--- src/rtl/vector_sweep_controller.sv ---
// Exhaustive stimulus sequencer: resets a benchmark DUT, walks every input pattern,
// hands each (vector, response) record to a logger and folds responses into a MISR.
module vector_sweep_controller #(
    parameter int              N_IN   = 3,
    parameter int              N_OUT  = 1,
    parameter int              SETTLE = 1,
    parameter int              SIG_W  = 16,
    parameter logic [SIG_W-1:0] POLY  = 16'h1021
) (
    input  logic              CK,
    input  logic              reset,
    input  logic              start,
    input  logic              abort,
    output logic [N_IN-1:0]   dut_in,
    output logic              dut_reset,
    input  logic [N_OUT-1:0]  dut_out,
    output logic              sample_valid,
    input  logic              sample_ready,
    output logic [N_IN-1:0]   sample_vec,
    output logic [N_OUT-1:0]  sample_resp,
    output logic              busy,
    output logic              done,
    output logic [SIG_W-1:0]  signature,
    output logic [N_IN:0]     vec_count
);

    localparam int CW = (SETTLE > 1) ? $clog2(SETTLE + 1) : 1;
    localparam logic [CW-1:0]   SETTLE_LD = CW'(SETTLE);
    localparam logic [CW-1:0]   CNT_ONE   = 1;
    localparam logic [N_IN-1:0] VEC_ONE   = 1;
    localparam logic [N_IN-1:0] VEC_LAST  = {N_IN{1'b1}};
    localparam logic [N_IN:0]   COUNT_ONE = 1;

    typedef enum logic [2:0] {
        S_IDLE,
        S_DUT_RST,
        S_APPLY,
        S_SETTLE,
        S_CAPTURE,
        S_DONE
    } state_t;

    state_t            state_q, state_d;
    logic [N_IN-1:0]   vec_q, vec_d;
    logic [N_IN-1:0]   dut_in_q, dut_in_d;
    logic [CW-1:0]     cnt_q, cnt_d;
    logic [N_IN-1:0]   samp_vec_q, samp_vec_d;
    logic [N_OUT-1:0]  samp_resp_q, samp_resp_d;
    logic [SIG_W-1:0]  sig_q, sig_d;
    logic [N_IN:0]     count_q, count_d;
    logic [SIG_W-1:0]  sig_step;

    assign sig_step = (sig_q << 1)
                    ^ (sig_q[SIG_W-1] ? POLY : {SIG_W{1'b0}})
                    ^ SIG_W'(samp_resp_q);

    always_comb begin
        state_d     = state_q;
        vec_d       = vec_q;
        dut_in_d    = dut_in_q;
        cnt_d       = cnt_q;
        samp_vec_d  = samp_vec_q;
        samp_resp_d = samp_resp_q;
        sig_d       = sig_q;
        count_d     = count_q;

        case (state_q)
            S_IDLE, S_DONE: begin
                if (start) begin
                    state_d  = S_DUT_RST;
                    vec_d    = '0;
                    dut_in_d = '0;
                    sig_d    = '0;
                    count_d  = '0;
                end
            end
            S_DUT_RST: begin
                state_d  = S_APPLY;
                dut_in_d = vec_q;
            end
            S_APPLY: begin
                cnt_d = SETTLE_LD;
                if (SETTLE > 0) begin
                    state_d = S_SETTLE;
                end else begin
                    state_d     = S_CAPTURE;
                    samp_vec_d  = vec_q;
                    samp_resp_d = dut_out;
                end
            end
            S_SETTLE: begin
                // Sample on the edge that leaves the last settle cycle.
                if (cnt_q <= CNT_ONE) begin
                    state_d     = S_CAPTURE;
                    samp_vec_d  = vec_q;
                    samp_resp_d = dut_out;
                end else begin
                    cnt_d = cnt_q - CNT_ONE;
                end
            end
            S_CAPTURE: begin
                if (sample_ready) begin
                    sig_d   = sig_step;
                    count_d = count_q + COUNT_ONE;
                    if (vec_q == VEC_LAST) begin
                        state_d = S_DONE;
                    end else begin
                        state_d  = S_APPLY;
                        vec_d    = vec_q + VEC_ONE;
                        dut_in_d = vec_q + VEC_ONE;
                    end
                end
            end
            default: state_d = S_IDLE;
        endcase

        // Abort beats any same-cycle handshake or restart: nothing accumulates.
        if (abort && (state_q != S_IDLE)) begin
            state_d     = S_IDLE;
            dut_in_d    = '0;
            vec_d       = vec_q;
            cnt_d       = cnt_q;
            samp_vec_d  = samp_vec_q;
            samp_resp_d = samp_resp_q;
            sig_d       = sig_q;
            count_d     = count_q;
        end
    end

    always_ff @(posedge CK) begin
        if (reset) begin
            state_q     <= S_IDLE;
            vec_q       <= '0;
            dut_in_q    <= '0;
            cnt_q       <= '0;
            samp_vec_q  <= '0;
            samp_resp_q <= '0;
            sig_q       <= '0;
            count_q     <= '0;
        end else begin
            state_q     <= state_d;
            vec_q       <= vec_d;
            dut_in_q    <= dut_in_d;
            cnt_q       <= cnt_d;
            samp_vec_q  <= samp_vec_d;
            samp_resp_q <= samp_resp_d;
            sig_q       <= sig_d;
            count_q     <= count_d;
        end
    end

    assign dut_in       = dut_in_q;
    assign dut_reset    = (state_q == S_DUT_RST);
    assign sample_valid = (state_q == S_CAPTURE);
    assign sample_vec   = samp_vec_q;
    assign sample_resp  = samp_resp_q;
    assign busy         = (state_q != S_IDLE) && (state_q != S_DONE);
    assign done         = (state_q == S_DONE);
    assign signature    = sig_q;
    assign vec_count    = count_q;

endmodule

--- config.mk ---
export PLATFORM = sky130hd
export DESIGN_NAME = vector_sweep_controller
export DESIGN_NICKNAME = d
export VERILOG_FILES = /design/src/rtl/vector_sweep_controller.sv
export SDC_FILE = /design/constraint.sdc
export NUM_CORES = 1
export LEC_CHECK = 0
export CAP_MARGIN = 5
export CORE_MARGIN = 3
export CORE_UTILIZATION = 50
export DETAILED_ROUTE_END_ITERATION = 12
export MAX_ROUTING_LAYER = met4
export PLACE_DENSITY_LB_ADDON = 0.1
export SETUP_SLACK_MARGIN = 0.5
export SLEW_MARGIN = 20
export SYNTH_ARGS = -nofsm -noshare
export SYNTH_HDL_FRONTEND = slang
export SYNTH_SLANG_ARGS = --single-unit
--- constraint.sdc ---
create_clock -name CK -period 4.8 [get_ports CK]
set_clock_uncertainty 0.1 [all_clocks]
set_input_delay 0.72 -clock CK [delete_from_list [all_inputs] [get_ports CK]]
set_output_delay 0.72 -clock CK [all_outputs]
set_load 0.005 [all_outputs]
==> results of run 1 <==
[per-layer routing]
layer	wire (µm)	part of all wire, %	track usage (%)
met4	36	1.1	7.27
met3	109	3.2	5.03
met2	1560	46	27.7
met5	0	0	-
met1	1660	49	26.3
[sequential cells by signal, summed over array words and instances (netlist names)]
name         count
dut_in           3
sample_resp      1
sample_vec       3
signature       16
state_q          3
vec_count        4
vec_q            3
[cell type report]
class	count	share of cell area, %
Clock inverter	1	1.52
Timing Repair Buffer	38	19.0
Tap cell	31	1.96
Multi-Input combinational cell	135	41.1
Sequential cell	33	33.5
Clock buffer	7	2.79
Inverter	1	0.190
[power by group through the flow]
| stage | sequential (mW) | clock [mW] | combinational, mW |
|---|---|---|---|
| 2_1_floorplan | 0.286 | 0 | 0.0513 |
| 6_report | 0.287 | 0.215 | 0.0645 |
| 4_1_cts | 0.286 | 0.220 | 0.0643 |
| 3_3_place_gp | 0.292 | 0 | 0.0633 |
| 5_1_grt | 0.288 | 0.231 | 0.0704 |
| 3_5_place_dp | 0.293 | 0 | 0.0640 |
[critical path, stage by stage, from the launching register on]
cell and delay (ns):
dfxtp_1 0.70, inv_1 0.24, nor3_1 0.39, clkdlybuf4s50_1 0.58
[per-stage QoR]
stage	util [%]	hold slack (ns)	power (mW)
final	69.2	0.377	0.567
after detailed placement	66.2	0.360	0.357
after CTS	69.2	0.375	0.570
after global routing	69.2	0.396	0.589
after floorplan	-	0.361	0.338
after global placement	66.2	0.354	0.355
[worst max path at each step]
stage | to | slack (ns) | cells after the start
3_3_place_gp | signature[10] | 2.16 | 5
2_1_floorplan | signature[10] | 2.81 | 6
6_report | dut_reset | 1.75 | 3
4_1_cts | dut_reset | 1.76 | 3
5_1_grt | dut_reset | 1.61 | 3
3_5_place_dp | signature[0] | 2.10 | 5
[logic make-up (layout without fill, tap and decap cells)]
group | count (synthesis) | after routing
AND/OR/NAND/NOR | 80 | 80
flip-flops | 33 | 33
XOR/XNOR | 4 | 4
buffers and inverters | 13 | 47
adder cells (fa/ha/maj) | 3 | 3
multiplexers | 6 | 6
AO/OA/AOI/OAI | 42 | 42
[layout by cell type, fill, tap and decap left out, drive strengths merged, types with 2 or more instances in the layout]
cell,n
clkdlybuf4s50,36
clkbuf,7
o21ai,2
ha,3
nand2,27
nand2b,9
nor2,12
nand3,18
buf,2
a311oi,3
mux2i,6
dfxtp,33
nand3b,3
nor3,2
xor2,3
or2,2
a21oi,25
o22ai,2
==> flow_summary_export.csv, run 1 <==
group,metric,value,unit
run_status,outcome,"completed",
floorplan,start_util,54.0,%
placement,place_congestion,0.800,
placement,placed_cell_area,1890,µm²
sta,max_slew.worst_pin.slew,0.645,ns
power_and_ir_drop,max-vdd-ir-drop,214,µV
synthesis,synth_seq_area_share,42.9,%
placement,io_buffer_count,36,
layout,diodes,0,
critical_path,critical_path_class,"flip-flop to output pin",
critical_path,cp.arrival,2.23,ns
floorplan,core_area,2850,µm²
synthesis,synth_compound_area_share,17.5,%
power_and_ir_drop,power_frac_comb,11.4,%
min_path,whs_endpoint,"signature[13]",
clocking,insertion_delay,0.33,ns
sta,maxSlewHeadroom,56.7,%
layout,n_fill_cell,235,
clocking,holdBufCountCts,0,
clocking,cts_buffers,5,
power_and_ir_drop,p_clk_share,38.0,%
clocking,cts_htree_levels,2,
route,first_pass_iters,4,
critical_path,required,3.98,ns
floorplan,fp-row-count,19,
sta,period_share,63.6,%
layout,instances_no_fill,246,
global_route,track_usage,19.4,%
layout,multi_input_area,811,µm²
placement,dpl.hpwl,2320,µm
min_path,hold_start,"signature[13]",
synthesis,synthSimpleGateAreaFrac,26.5,%
sta,setup_violations,0,
synthesis,syn_area_per_cell,8.52,µm²
clocking,post_cts_resized,0,
route,antenna_left,0,
sta,fin_setup_tns,0,ns
critical_path,cp-start-kind,"flip-flop",
synthesis,synth-xor-area-share,2.27,%
critical_path,critPathCaptureType,"output pin",
global_route,grt_pass1_wl,5350,µm
power_and_ir_drop,p_sw,0.137,mW
min_path,hold_path_depth,2,
synthesis,synth_top_flop_cell,"dfxtp_1",
route,drcViolationCount,0,
clocking,post_cts_buffers,0,
critical_path,cp-startpoint,"state_q[0]",
critical_path,r2r_slack,2.69,ns
layout,fin_nets,223,
synthesis,ys_warn_count,0,
route,routed_via_density,5.62,
critical_path,r2r-start,"vec_q[0]",
route,route.vias.total,1382,
clocking,cts_tree,"built",
synthesis,ys_top_cells_by_count,"33 x dfxtp_1, 27 x nand2_1, 25 x a21oi_1",
synthesis,synth.area.top_cells,"dfxtp_1 43%, a21oi_1 8.1%, nand2_1 6.6%, nand3_1 5.8%, mux2i_1 3.9%",
critical_path,r2r_cells,6,
power_and_ir_drop,power.leakage,0.675,nW
clocking,cts_sinks,33,
power_and_ir_drop,p_int,0.429,mW
synthesis,syn-num-nets,190,
floorplan,die_x,61.5,µm
sta,timing.fmax,328,MHz
synthesis,synthAdderAreaFrac,2.44,%
clocking,cts_buffer_depth,2,
synthesis,synth_area_leader_cell,"dfxtp_1",
job,maxCapViolations,0,
route,wl_per_cell,13.7,µm
synthesis,ys_ff_latch,33,
synthesis,synth_top_area_share,42.9,%
floorplan,die_y,61.5,µm
layout,area_delta_synth_final,28.1,%
synthesis,synth.most_common_cell,"dfxtp_1",
clocking,clk_pin_slew,0.10,ns
min_path,worst_hold_path_type,"flip-flop to flip-flop",
power_and_ir_drop,pwr_density_cell,287,nW/µm²
synthesis,synth_edf_count,0,
floorplan,die_area,3790,µm²
global_route,grt_pass1_vias,1184,
critical_path,rr_endpoint,"dut_in[1]",
route,wirelength,3370,µm
global_route,antenna_found_initial,0,
synthesis,synthMuxAreaShare,3.90,%
sta,maxSlewViolCount,0,
global_route,grt_overflow_total,0,
placement,dpl.cell_count,238,
critical_path,critPathMaxFanout,17,
power_and_ir_drop,seq_power_share,50.6,%
synthesis,synth_top_family_by_area,"simple AND/OR/NAND/NOR gates",
sta,layout_min_cycle_time,3.05,ns
power_and_ir_drop,swShare,24.2,%
layout,post-route-cell-area,1970,µm²
synthesis,syn_inst,181,
layout,drive_gt1_share,7.44,%
route,drt-initial-drc-count,112,
floorplan,ios,37,
global_route,grt_max_degree,29,
layout,register_area,661,µm²
sta,grt_setup_unrepaired,"no",
sta,hold_viol_final,0,
sta,fin_ws,1.75,ns
placement,pre_cts_ws,2.10,ns
synthesis,synth_area,1540,µm²
synthesis,ys_types,38,
synthesis,async_reset_ff_share,0,%
clocking,cts_root_buf,"clkbuf_4",
No activity file was read; power rests on OpenSTA's default activity.
==> run 2, diff against run 1 <==
--- a/config.mk
+++ b/config.mk
@@ -7,7 +7,7 @@
 export LEC_CHECK = 0
 export CAP_MARGIN = 5
 export CORE_MARGIN = 3
-export CORE_UTILIZATION = 50
+export CORE_UTILIZATION = 49
 export DETAILED_ROUTE_END_ITERATION = 12
 export MAX_ROUTING_LAYER = met4
 export PLACE_DENSITY_LB_ADDON = 0.1
==> constraint.sdc (replaced) <==
create_clock -name CK -period 2.95 [get_ports CK]
set_clock_uncertainty 0.1 [all_clocks]
set_input_delay 0.4425 -clock CK [delete_from_list [all_inputs] [get_ports CK]]
set_output_delay 0.4425 -clock CK [all_outputs]
set_load 0.005 [all_outputs]
==> run 2 against run 1 <==
  * Sequential power grew 60%
  * Core utilization is 0.39 points higher
  * Combinational power increased by 80%
  * Global-route usage up 1.4 points
  * Non-clock buffer count grew 1
  * Count of clock-buffer cells in the layout did not move
  * Flip-flop and latch count unchanged
  * Setup slack worse by 1.1 ns
  * Total power increased by 64%
  * Design area increased by 1.4%
  * Cell count is 4.9% higher
==> flow_summary_export.csv, run 2 (synthesized netlist as in run 1, its figures left out) <==
group,metric,value,unit
layout,largest_register_ffs,16,
critical_path,r2r-start,"vec_q[0]",
placement,dpl.hpwl,2380,µm
clocking,cts_sinks,33,
clocking,cts_htree_levels,2,
sta,maxSlewViolCount,0,
critical_path,r2r_cells,6,
global_route,grt_pass1_wl,5710,µm
min_path,whs_endpoint,"signature[3]",
layout,fin_nets,224,
clocking,insertion_delay,0.33,ns
critical_path,critical_path_class,"flip-flop to output pin",
route,wl_met2,1620,µm
placement,io_buffer_count,36,
clocking,cts_root_buf,"clkbuf_4",
critical_path,critPathMaxFanout,20,
floorplan,ios,37,
run_status,outcome,"completed",
layout,diodes,0,
power_and_ir_drop,power.leakage,0.681,nW
critical_path,critPathCaptureType,"output pin",
min_path,hold_path_depth,2,
global_route,grt_overflow_total,0,
floorplan,die_y,62.1,µm
floorplan,start_util,53.6,%
route,antenna_left,0,
layout,area_delta_synth_final,29.9,%
sta,timing.fmax,434,MHz
route,wirelength,3520,µm
route,first_pass_iters,4,
floorplan,core_area,2880,µm²
sta,layout_min_cycle_time,2.31,ns
power_and_ir_drop,finalPower,0.928,mW
route,route.vias.total,1423,
sta,maxSlewHeadroom,50.9,%
route,route.met3.wl,189,µm
global_route,antenna_found_initial,0,
critical_path,slowest_delay,0.56,ns
layout,n_fill_cell,260,
sta,setup_violations,0,
job,maxCapViolations,0,
route,drt-initial-drc-count,139,
placement,place_congestion,0.765,
sta,max_slew.worst_pin.slew,0.731,ns
placement,dpl.cell_count,250,
layout,final_common_cell,"clkdlybuf4s50_1",
global_route,grt_pass1_vias,1294,
min_path,hold_start,"signature[3]",
critical_path,cp-start-kind,"flip-flop",
floorplan,fp-row-count,19,
clocking,cts_buffers,5,
route,wl_per_cell,13.6,µm
route,routed_via_density,5.52,
global_route,track_usage,20.8,%
power_and_ir_drop,pwr_density_cell,463,nW/µm²
route,m1WireLength,1660,µm
layout,instances_no_fill,258,
critical_path,r2r_slack,0.83,ns
critical_path,cp_slowest_cell,"clkdlybuf4s50_1",
min_path,worst_hold_path_type,"flip-flop to flip-flop",
layout,register_area,662,µm²
layout,layout_common_cells,"36 x clkdlybuf4s50_1, 32 x dfxtp_1, 27 x nand2_1",
layout,drive_gt1_share,8.80,%
sta,hold_viol_final,0,
sta,grt_setup_unrepaired,"no",
clocking,holdBufCountCts,0,
critical_path,cp.arrival,1.76,ns
route,drcViolationCount,0,
power_and_ir_drop,max-vdd-ir-drop,256,µV
route,highest_layer,"met4",
clocking,clk_pin_slew,0.10,ns
sta,fin_setup_tns,0,ns
critical_path,required,2.41,ns
critical_path,path_cells,"nor3b_2 -> clkdlybuf4s50_1",
floorplan,die_x,62.1,µm
critical_path,rr_endpoint,"dut_in[0]",
sta,period_share,78.2,%
clocking,cts_buffer_depth,2,
layout,multi_input_area,816,µm²
floorplan,die_area,3860,µm²
global_route,grt_max_degree,29,
clocking,cts_tree,"built",
-- run 2: cell count changes in the layout (fill, tap and decap cells not counted), sizes merged --
cell | before | now
buf | 2 | 3
-- run 2: final cells by class --
type,instances,share of cell area [%]
multi-input combinational,135,40.7
sequential,33,33.1
timing repair buffer,39,19.1
clock buffer,7,2.75
tap,42,2.63
clock inverter,1,1.50
inverter,1,0.188
-- run 2: how the worst max path moves through the flow --
| stage | startpoint | endpoint |
|---|---|---|
| final | state_q[2] | sample_valid |
| after detailed placement | start | signature[9] |
| after global routing | state_q[2] | sample_valid |
| after global placement | start | signature[11] |
| after CTS | state_q[1] | dut_reset |
| after floorplan | vec_q[0] | vec_q[1] |
-- run 2: metal layers --
layer | GRT usage [%] | up-vias
met3 | 6.20 | 6
met2 | 30.2 | 44
met4 | 8.18 | 0
met5 | - | -
met1 | 27.0 | 662
li1 | - | 711
-- run 2: what timing repair did --
item / in CTS / in global routing
endpoints found under the setup margin: 1 / 1
gates resized for setup: 1 / 1
buffers inserted: 0 / 0
-- run 2: worst max-delay path, delay by kind of cell, from the launching register on --
family	cells	cell delay [ns]
buffers and inverters	1	0.56
DFF	1	0.55
and+or+nand+nor	1	0.33
-- run 2: report_power, final --
part | leakage [nW] | switching (mW) | internal [mW]
registers | 0.267 | 0.00996 | 0.450
clock network | 0.0455 | 0.149 | 0.202
logic | 0.369 | 0.0675 | 0.0484
total | 0.681 | 0.227 | 0.701
-- run 2: per-stage QoR --
stage / utilization (%) / hold slack (ns) / setup WS [ns] / area [µm²]
floorplan: - / 0.361 / 1.13 / 1540
global placement: 66.4 / 0.354 / 0.591 / 1910
detailed placement: 66.4 / 0.362 / 0.530 / 1910
CTS: 69.4 / 0.377 / 0.567 / 2000
global route: 69.6 / 0.398 / 0.538 / 2000
finish: 69.6 / 0.375 / 0.644 / 2000
==> run 3, diff against run 2 <==
==> constraint.sdc (replaced) <==
create_clock -name CK -period 2.3 [get_ports CK]
set_clock_uncertainty 0.1 [all_clocks]
set_input_delay 0.345 -clock CK [delete_from_list [all_inputs] [get_ports CK]]
set_output_delay 0.345 -clock CK [all_outputs]
set_load 0.005 [all_outputs]
==> run 3 against run 2 <==
  * Global-route usage up 0.062 points
  * Wire length grew 19%
  * Sequential share of layout area is 3.5 points lower
  * Critical path type is now flip-flop to flip-flop
==> flow_summary_export.csv, run 3 (synthesized netlist as in run 1, its figures left out) <==
group,metric,value,unit
critical_path,r2r_slack,0.47,ns
floorplan,fp-row-count,19,
global_route,grt_max_degree,26,
layout,n_fill_cell,185,
clocking,insertion_delay,0.34,ns
clocking,cts_htree_levels,2,
route,wirelength,4200,µm
critical_path,required,2.43,ns
sta,max_slew.worst_pin.slew,0.463,ns
sta,maxSlewViolCount,0,
sta,maxSlewHeadroom,68.9,%
layout,layout_common_cells,"30 x clkdlybuf4s50_1, 27 x nand2_1, 25 x dfxtp_1",
critical_path,critical_path_class,"flip-flop to flip-flop",
power_and_ir_drop,swShare,25.4,%
power_and_ir_drop,p_clk_share,35.9,%
route,first_pass_iters,4,
placement,io_buffer_count,36,
layout,final_common_cell,"clkdlybuf4s50_1",
sta,hold_viol_final,0,
floorplan,die_area,3860,µm²
route,wl_per_cell,15.1,µm
global_route,track_usage,20.9,%
critical_path,critPathCaptureType,"flip-flop",
route,drcViolationCount,0,
sta,timing.fmax,547,MHz
power_and_ir_drop,max-vdd-ir-drop,440,µV
run_status,outcome,"completed",
power_and_ir_drop,pwr_density_cell,551,nW/µm²
sta,period_share,79.5,%
route,routed_via_density,5.64,
layout,fin_nets,244,
critical_path,cp.arrival,1.95,ns
clocking,cts_tree,"built",
floorplan,core_area,2880,µm²
placement,place_congestion,0.831,
power_and_ir_drop,p_sw,0.324,mW
clocking,clk_pin_slew,0.10,ns
floorplan,die_x,62.1,µm
route,route.vias.total,1568,
power_and_ir_drop,finalPower,1.27,mW
placement,dpl.hpwl,2340,µm
global_route,grt_pass1_vias,1315,
clocking,cts_sinks,33,
critical_path,critPathMaxFanout,4,
layout,area_delta_synth_final,50.2,%
sta,grt_setup_unrepaired,"yes",
power_and_ir_drop,seq_power_share,45.9,%
clocking,cts_buffer_depth,2,
power_and_ir_drop,p_int,0.951,mW
route,drt-initial-drc-count,120,
layout,largest_register_ffs,16,
sta,fin_setup_tns,0,ns
critical_path,cp-start-kind,"flip-flop",
layout,diodes,0,
sta,layout_min_cycle_time,1.83,ns
power_and_ir_drop,power_frac_comb,18.1,%
power_and_ir_drop,power.leakage,0.836,nW
layout,drive_gt1_share,24.2,%
route,antenna_left,0,
global_route,grt_pass1_wl,5790,µm
sta,setup_violations,0,
floorplan,start_util,53.6,%
floorplan,die_y,62.1,µm
global_route,antenna_found_initial,0,
floorplan,ios,37,
clocking,cts_root_buf,"clkbuf_4",
min_path,worst_hold_path_type,"flip-flop to flip-flop",
clocking,cts_buffers,5,
job,maxCapViolations,0,
global_route,grt_overflow_total,0,
run 3: cell types whose count changed in the layout (fill, tap and decap cells not counted), moves of 3 or more:
cell / delta
clkdlybuf4s50_1: -6
dfxtp_4: +5
buf_4: +12
dfxtp_1: -7
dlygate4sd2_1: +3
buf_6: +4
run 3: cell type report:
class	instances	area [µm²]	share of cell area [%]
sequential	33	683	29.5
clock buffer	7	55.1	2.38
timing repair buffer	59	592	25.6
multi-input combinational	135	898	38.8
tap	42	52.6	2.27
clock inverter	1	30.0	1.30
inverter	1	3.75	0.162
run 3: worst max-delay path, cell delays in order, from the launching register on:
cell      delay, ns
dfxtp_4        0.37
ha_4           0.16
ha_4           0.15
nand3b_1       0.16
a311o_1        0.40
buf_4          0.17
mux2i_1        0.14
nor2_1         0.06
run 3: repair_timing:
action,4_1_cts,5_1_grt
setup buffers,5,8
gates cloned,0,3
setup endpoints to repair,13,23
pin swaps,3,8
gates resized for setup,22,21
hold buffers,0,0
run 3: through the flow:
stage                     setup slack (ns)  cell area (µm²)  hold slack, ns  util (%)  instances
after floorplan                      0.495             1550           0.361         -        181
after global placement               0.155             1960           0.356      68.1        254
after detailed placement             0.117             1960           0.361      68.1        254
after CTS                            0.482             2110           0.376      73.5        267
after global routing                 0.415             2310           0.398      80.5        278
final                                0.472             2310           0.379      80.5        278
run 3: power groups by stage:
stage	sequential, mW	combinational, mW	clock [mW]
finish	0.586	0.231	0.458
global route	0.587	0.248	0.492
CTS	0.585	0.179	0.466
detailed placement	0.606	0.160	0
global placement	0.605	0.158	0
floorplan	0.598	0.107	0
run 3: per-layer routing:
metal  GRT usage (%)  wire [µm]  vias to the layer above
li1                -          -                      752
met1            26.2       1900                      745
met2            31.8       1980                       63
met3            5.58        237                        8
met4            8.18         74                        0
met5               -          0                        -
run 3: worst paths after layout:
check,from,end,cells past startpoint
max,vec_q[1],vec_q[0],7
min,signature[5],signature[5],2
max reg2reg,vec_q[1],vec_q[0],7
min reg2reg,signature[5],signature[5],2
==> variant: new RTL, settings of run 3 <==
Put one more register stage on the output `vec_count`, cleared by the reset. The value now appears one clock later. The other outputs are not delayed to match.
--- a/src/rtl/vector_sweep_controller.sv
+++ b/src/rtl/vector_sweep_controller.sv
@@ -157,7 +157,13 @@
     assign busy         = (state_q != S_IDLE) && (state_q != S_DONE);
     assign done         = (state_q == S_DONE);
     assign signature    = sig_q;
-    assign vec_count    = count_q;
+    always_ff @(posedge CK) begin
+        if (reset) begin
+            vec_count <= '0;
+        end else begin
+            vec_count <= count_q;
+        end
+    end
 
 endmodule
 
Function: changed (a bounded check fails within 10 cycles, from zero or initial values and one cycle with reset high).
==> variant against run 3 <==
Global-route usage up 2.9 points; worst setup slack worse by 34 ps; utilization decreased by 5.2 points; design area rose by 2.5%; wire length up 9.9%; total power down 1.6%; sequential cell count up 4; area after synthesis increased by 8.2%; clock power shrank 26%; critical path type is now reg -> out.
==> variant: results (changes against run 3) <==
stage,metric,value,unit,change
outcome,status,completed,,
clocking,cts.clk_slew.worst_paths,120,ps,+20 ps
setup_path,crit_slowest_cell,dfxtp_4,,
grt,grt_max_degree,33,,+27%
clocking,numCtsBuffers,5,,unchanged
power,p_leak,0.886,nW,+6.0%
synth,synthTopCellsByCount,"dfxtp_1 (37), a21oi_1 (25), nand2_1 (25)",,
grt,track_usage,23.8,%,+2.9 points
synth,async_flop_share,0,%,unchanged
grt,grt_pass1_wl,7470,um,+29%
synth,ys.flop_type,dfxtp_1,,
hold_path,min_path_type,reg -> reg,,
sta,tightest_slew,505,ps,+41.8 ps
grt,grt_pass1_vias,1535,,+17%
setup_path,cp_top_family,flip-flops,,
finish,n_fill_cell,254,,+37%
clocking,htreeDepth,2,,unchanged
placement,dp_hpwl,2700,um,+15%
finish,final_layout_size_suffix_gt1_share,23.7,%,-0.44 points
synth,syn-num-nets,206,,+8.4%
finish,antenna_cells,0,,unchanged
setup_path,worstPathMaxFanout,5,,+1
drt,dr.pass1.iters,4,,unchanged
placement,place_congestion,0.815,,-1.9%
clocking,cts.path.max_buffers,2,,unchanged
synth,yosysSeqAreaShare,44.4,%,+1.6 points
power,vdd_drop_max,0.335,mV,-24%
setup_path,rrSetupSlack,440,ps,-30 ps
setup_path,arrival,1420,ps,-530 ps
clocking,root_buffer,clkbuf_4,,
drt,drt-initial-drc-count,135,,+13%
synth,synth_area_leaders,"dfxtp_1 (44%), a21oi_1 (7.5%), nand3_1 (6.3%)",,
drt,routed_wl,4610,um,+9.9%
sta,holdWs,375,ps,-4.15 ps
placement,io_buffers,36,,unchanged
clocking,clkLatencyLatePin,350,ps,
synth,ys_types,40,,+5.3%
drt,num_vias,1657,,+5.7%
finish,nNetsFinal,261,,+7.0%
variant: cell count changes in the layout (fill, tap and decap cells not counted), sizes merged, moves of 4 or more:
cell    change
buf         +4
dfxtp       +4
nand2b      -5
inv         +4
nor2b       +5
variant: tightest hold or removal path: stages, from the launching register on:
cell     delay, ps
dfxtp_1        330
nand2_1         50
mux2i_1         60
variant: cell type report:
type / instances / area, um2 / area share (%)
timing repair buffer: 60 / 553 / 23.3
sequential: 37 / 757 / 31.9
tap: 44 / 55.1 / 2.32
clock inverter: 3 / 17.5 / 0.738
inverter: 5 / 21.3 / 0.896
multi-input combinational: 143 / 932 / 39.3
clock buffer: 5 / 37.5 / 1.58
variant: repair_timing:
item,CTS,global route
pin swaps,3,4
setup buffers,15,1
resized for setup,31,16
cloned,0,0
setup endpoints to repair,34,28
endpoints found under the hold margin,0,0
variant: final timing paths:
path	startpoint	endpoint	cells after the start
max	state_q[2]$_SDFFE_PP0P_	sample_valid	4
min	dut_in[0]$_SDFFE_PP0P_	dut_in[0]$_SDFFE_PP0P_	2
max reg2reg	state_q[2]$_SDFFE_PP0P_	vec_q[0]$_SDFFE_PP0P_	5
min reg2reg	dut_in[0]$_SDFFE_PP0P_	dut_in[0]$_SDFFE_PP0P_	2
variant: stage by stage:
stage	setup slack, ps	util [%]	total power [mW]	cell area, um2	instances
floorplan	510	-	0.810	1680	197
global placement	93.3	66.3	0.866	2090	273
detailed placement	37.1	66.3	0.872	2090	273
CTS	435	73.8	1.24	2330	296
global route	390	75.3	1.31	2370	297
finish	438	75.3	1.25	2370	297
variant: cells by family after synthesis:
group                      share of synthesized area [%]
muxes                                               3.68
adders and majority gates                           2.25
DFF                                                 44.4
buffers and inverters                               5.40
and+or+nand+nor                                     25.6
AOI/OAI and AO/OA                                   16.6
xor gates and xnor gates                            2.10
variant: routing by layer:
| layer | part of all wire (%) | up-vias | global-route usage, % |
|---|---|---|---|
| met3 | 7.2 | 11 | 5.10 |
| met5 | 0 | - | - |
| li1 | - | 804 | - |
| met2 | 51 | 69 | 37.8 |
| met1 | 40 | 773 | 29.5 |
| met4 | 1.9 | 0 | 9.50 |
variant: where the power goes:
part           switching [mW]  total [mW]  internal, mW  leakage, nW
Combinational           0.144       0.261         0.117        0.553
Clock                   0.223       0.338         0.115       0.0310
Sequential             0.0102       0.655         0.644        0.302
